## src/rtl/maquina_sw_frontend_if.sv

```systemverilog
// Event handshake between the switch front-end and the machine core.
// The front-end presents one event code at a time; the core accepts it with ready.
interface maquina_sw_frontend_if;
   logic       evt_valid;
   logic [1:0] evt_code;
   logic       evt_ready;

   modport master (output evt_valid, evt_code, input evt_ready);
   modport slave  (input evt_valid, evt_code, output evt_ready);
endinterface

```

## src/rtl/maquina_sw_frontend.sv

```systemverilog
// Switch front-end: synchronise and debounce P/R/N/D, turn each clean press into
// one event, and issue events one at a time in priority order R > P > D > N.
module maquina_sw_frontend #(
   parameter int DEB_CYCLES = 50000
) (
   input  logic                  clk,
   input  logic                  rst_n,
   input  logic [3:0]            sw_raw,
   output logic [3:0]            sw_clean,
   output logic                  overflow,
   maquina_sw_frontend_if.master evt
);
   localparam int            CW      = $clog2(DEB_CYCLES);
   localparam logic [CW-1:0] CNT_MAX = CW'(DEB_CYCLES - 1);

   logic [3:0]    sync_q;
   logic [3:0]    s;
   logic [CW-1:0] cnt [4];
   logic [3:0]    rise;
   logic [3:0]    pend;
   logic [3:0]    clr;
   logic [3:0]    pend_nxt;
   logic          load;
   logic          ovf_hit;
   logic [1:0]    code_nxt;

   always_ff @(posedge clk or negedge rst_n) begin
      if (!rst_n) begin
         sync_q <= '0;
         s      <= '0;
      end else begin
         sync_q <= sw_raw;
         s      <= sync_q;
      end
   end

   // A level change is accepted on the DEB_CYCLES-th consecutive mismatching cycle.
   always_ff @(posedge clk or negedge rst_n) begin
      if (!rst_n) begin
         for (int i = 0; i < 4; i++) cnt[i] <= '0;
         sw_clean <= '0;
      end else begin
         for (int i = 0; i < 4; i++) begin
            if (s[i] == sw_clean[i]) begin
               cnt[i] <= '0;
            end else if (cnt[i] == CNT_MAX) begin
               sw_clean[i] <= s[i];
               cnt[i]      <= '0;
            end else begin
               cnt[i] <= cnt[i] + CW'(1);
            end
         end
      end
   end

   always_comb begin
      for (int i = 0; i < 4; i++)
         rise[i] = s[i] & ~sw_clean[i] & (cnt[i] == CNT_MAX);
   end

   // Bit map: [3]=P [2]=R [1]=N [0]=D; codes N=00 D=01 P=10 R=11.
   always_comb begin
      clr      = '0;
      code_nxt = 2'b00;
      load     = (|pend) && (!evt.evt_valid || evt.evt_ready);
      if (load) begin
         if (pend[2]) begin
            clr[2]   = 1'b1;
            code_nxt = 2'b11;
         end else if (pend[3]) begin
            clr[3]   = 1'b1;
            code_nxt = 2'b10;
         end else if (pend[0]) begin
            clr[0]   = 1'b1;
            code_nxt = 2'b01;
         end else begin
            clr[1]   = 1'b1;
            code_nxt = 2'b00;
         end
      end
      // A rise landing on the edge its own bit is loaded re-arms it (set wins).
      pend_nxt = (pend & ~clr) | rise;
      ovf_hit  = |(rise & pend & ~clr);
   end

   always_ff @(posedge clk or negedge rst_n) begin
      if (!rst_n) begin
         pend          <= '0;
         overflow      <= 1'b0;
         evt.evt_valid <= 1'b0;
         evt.evt_code  <= 2'b00;
      end else begin
         pend <= pend_nxt;
         if (ovf_hit) overflow <= 1'b1;
         if (load) begin
            evt.evt_valid <= 1'b1;
            evt.evt_code  <= code_nxt;
         end else if (evt.evt_valid && evt.evt_ready) begin
            evt.evt_valid <= 1'b0;
         end
      end
   end
endmodule

```

## src/flat_wrapper.sv

```systemverilog
// flat-port wrapper written by rule: the top's interface ports become plain ports
module maquina_sw_frontend_flat 
#(
   parameter int DEB_CYCLES = 50000
)
  (clk, rst_n, sw_raw, sw_clean, overflow, evt_evt_valid, evt_evt_code, evt_evt_ready);
  maquina_sw_frontend_if evt_i ();
  input  logic clk;
  input  logic rst_n;
  input  logic [3:0] sw_raw;
  output logic [3:0] sw_clean;
  output logic overflow;
  output wire logic [$bits(evt_i.evt_valid)-1:0] evt_evt_valid;
  output wire logic [$bits(evt_i.evt_code)-1:0] evt_evt_code;
  input wire logic [$bits(evt_i.evt_ready)-1:0] evt_evt_ready;
  assign evt_evt_valid = evt_i.evt_valid;
  assign evt_evt_code = evt_i.evt_code;
  assign evt_i.evt_ready = evt_evt_ready;
  maquina_sw_frontend #(.DEB_CYCLES(DEB_CYCLES)) u_core (.clk(clk), .rst_n(rst_n), .sw_raw(sw_raw), .sw_clean(sw_clean), .overflow(overflow), .evt(evt_i));
endmodule
```

## config.mk

```make
export PLATFORM = sky130hd
export DESIGN_NAME = maquina_sw_frontend_flat
export DESIGN_NICKNAME = d
export VERILOG_FILES = /design/src/rtl/maquina_sw_frontend_if.sv /design/src/rtl/maquina_sw_frontend.sv /design/src/flat_wrapper.sv
export SDC_FILE = /design/constraint.sdc
export NUM_CORES = 1
export LEC_CHECK = 0
export BUFFER_PORTS_ARGS = -buffer_cell sky130_fd_sc_hd__buf_4
export CAP_MARGIN = 20
export CORE_ASPECT_RATIO = 0.75
export CORE_MARGIN = 2
export CORE_UTILIZATION = 45
export CTS_CLUSTER_DIAMETER = 150
export DETAILED_ROUTE_END_ITERATION = 12
export PLACE_DENSITY = 0.6
export SYNTH_ARGS = -nofsm -noshare
export SYNTH_HDL_FRONTEND = slang
export SYNTH_SLANG_ARGS = --single-unit
```

## constraint.sdc

```tcl
create_clock -name clk -period 1.9 [get_ports clk]
set_input_delay 0.19 -clock clk [delete_from_list [all_inputs] [get_ports clk]]
set_output_delay 0.19 -clock clk [all_outputs]
set_load 0.01 [all_outputs]
```

==> metrics.txt <==
critical path launch point type flop; core area approximately 8500 um2; Max Clock Freq 0.553 GHz; antenna violations before repair 0; CTS tree built; DRC viols 0; Final Cell Area approximately 4700 um2; Die W 113 um; Period Utilization, post-route 0.952; maximum clock path buffer count 2; postcts setup bufs 0; routed vias 2,861; router iterations before antenna repair 4; most frequent cells in the layout 84 x dfrtp_1, 63 x nor2_1, 30 x xnor2_1; Seq/Total Area, Yosys 0.529; largest net degree at the start of global routing between 40 and 50; setup violation total in the final timing report 0; layout cells sized above 1 0.147; Slew Viols, Final 0; std cell rows 29; Synth Net Count ~400; aggregate global-route resource usage 0.179; path type of the worst min-delay path input pin to asynchronous set/reset pin; port bufs 14; Data required, critical path ~2100 ps; final-report hold violation count 0; cts bufs inserted 9; Reg clk slew, reported paths approximately 60 ps; Post-Synthesis Cells a little under 400; first-pass GRT wire length 13,500 um; critical path class flop to flop; asr flop ratio synth 1.00; Final Util 0.555; post-route minimum period around 1800 ps; grt total ovfl 0; routability cong. about 0.8; Post-DRT Antenna Nets 0; CTS root buf clkbuf_16; Mapped Area 3980 um2; drt wl/cell around 14 um; Die Span Y 85.4 um; I/O pins 15; Design Power around 0.0041 W; n_diodes 0; area grow syn2layout 19.0%; synthesized area per cell a little over 10 um2; Syn. warnings 0; DP Wirelength 5170 um; worst-skew pair later-pin latency 340 ps; number of synthesized register bits between 80 and 90; Post-Layout Cell Count 537; R2R Setup Slk 90 ps; final clock skew 6.58 ps; vias per inst around 5.3; Final Hold Slack about 290 ps; Critical Path Fanout Max 4; max cap viols 0; Worst Tran Pin Value ~520 ps; placed cell count about 520; RSZ-0062 raised after global routing true; most common cell after layout, fill and taps aside dfrtp_1; critical path arrival about 2000 ps; dominant synthesized flop cell dfrtp_1; die area between 9000 and 10,000 um2; power density cells slightly below 900 nW/um2; status completed; distinct cell type count after synthesis 47; RR Startpoint u_core.cnt[37]; Peak VDD IR approximately 0.67 mV; aggregate routed wire length about 7600 um; Rel. slew slack 0.650; number of synthesized flops with an enable pin 0; leak pwr ~2 nW; Register-to-Register Path Depth 4; vias in the first global route roughly 2,800; Critical Path End Type flop; Initial Util 0.466; final net count 439; clock sink count 84; # H-tree levels 3; RR Endpoint u_core.sw_clean[1]; Placed Area roughly 4300 um2; initial DRC count between 150 and 200
flip-flops by register name, summed over array words and instances, names as in the netlist:
name / count
u_core.cnt: 64
u_core.pend: 4
u_core.s: 4
u_core.sw_clean: 4
u_core.sync_q: 4
u_core.evt.evt_code: 2
u_core.evt.evt_valid: 1
u_core.overflow: 1
Yosys cell counts (4+ instances only):
library cell / number / area, um2
nand3_1: 21 / 105
or4_1: 4 / 30.0
nand4_1: 18 / 113
a21oi_1: 13 / 65.1
xor2_1: 16 / 140
nor4bb_1: 4 / 40.0
nor2_1: 63 / 236
nor4_1: 7 / 43.8
clkbuf_1: 5 / 18.8
dfrtp_1: 84 / 2100
a31o_2: 4 / 35.0
or3_1: 6 / 37.5
nand2_1: 16 / 60.1
nor3_1: 11 / 55.1
and4_1: 5 / 43.8
and3_1: 5 / 31.3
or2_2: 4 / 25.0
inv_1: 19 / 71.3
ha_1: 8 / 100
o21ai_0: 8 / 40.0
xnor2_1: 30 / 263
routing by layer:
layer  vias up  share of wire  track usage
met5         -              0            0
met4         0          0.014       0.0654
met3         9          0.030       0.0607
met2        25           0.43        0.257
met1      1400           0.52        0.252
li1       1427              -            -
final cells by class:
class / instances / area (um2)
clock inverter: 6 / 135
fill: 758 / 3800
inverter: 19 / 71.3
tap: 108 / 135
clock buffer: 10 / 239
multi-input combinational: 275 / 1760
sequential: 84 / 2100
timing repair buffer: 35 / 288
per-stage QoR:
stage               TNS, ps  worst slack [ps]
finish                    0              91.1
global route          -21.0             -9.42
CTS                       0              56.3
detailed placement        0              90.9
global placement          0               117
floorplan                 0              18.0
kinds of logic (layout without fill, tap and decap cells):
family,count (synthesis),count (layout),share of synthesized area
and+or+nand+nor,182,182,0.247
DFF,84,84,0.529
xor gates and xnor gates,46,46,0.101
AOI/OAI and AO/OA,36,36,0.0579
buffers and inverters,29,70,0.0305
adders and majority gates,8,8,0.0252
muxes,3,3,0.00913
report_power, final:
group	switching, W	total [W]	internal (W)	leakage, nW
sequential	0.0000285	0.00185	0.00182	1.14
clock	0.000700	0.00215	0.00145	0.175
combinational	0.0000872	0.000144	0.0000570	0.686
total	0.000816	0.00415	0.00333	2.00
worst max path at each step:
stage                               from                 end  slack [ps]  cells past startpoint
after CTS                  u_core.cnt[0]      u_core.cnt[12]          60                      5
final                     u_core.cnt[37]  u_core.sw_clean[1]          90                      4
after floorplan           u_core.cnt[16]      u_core.cnt[22]          20                      8
after detailed placement  u_core.cnt[37]      u_core.cnt[40]          90                      4
after global routing      u_core.cnt[37]      u_core.cnt[43]          -9                      4
after global placement    u_core.cnt[37]  u_core.sw_clean[1]         120                      4
critical path: stages (launching register included):
cell and delay, ps:
dfrtp_1 410, or4_4 530, nor4_4 310, nand3b_1 130
mux2_4 320
what timing repair did:
action / 4_1_cts / 5_1_grt
hold buffers: 5 / 0
endpoints found under the setup margin: 0 / 7
hold endpoints to repair: 25 / 0
gates resized for setup: 0 / 2
(Power assumes the default switching activity.)
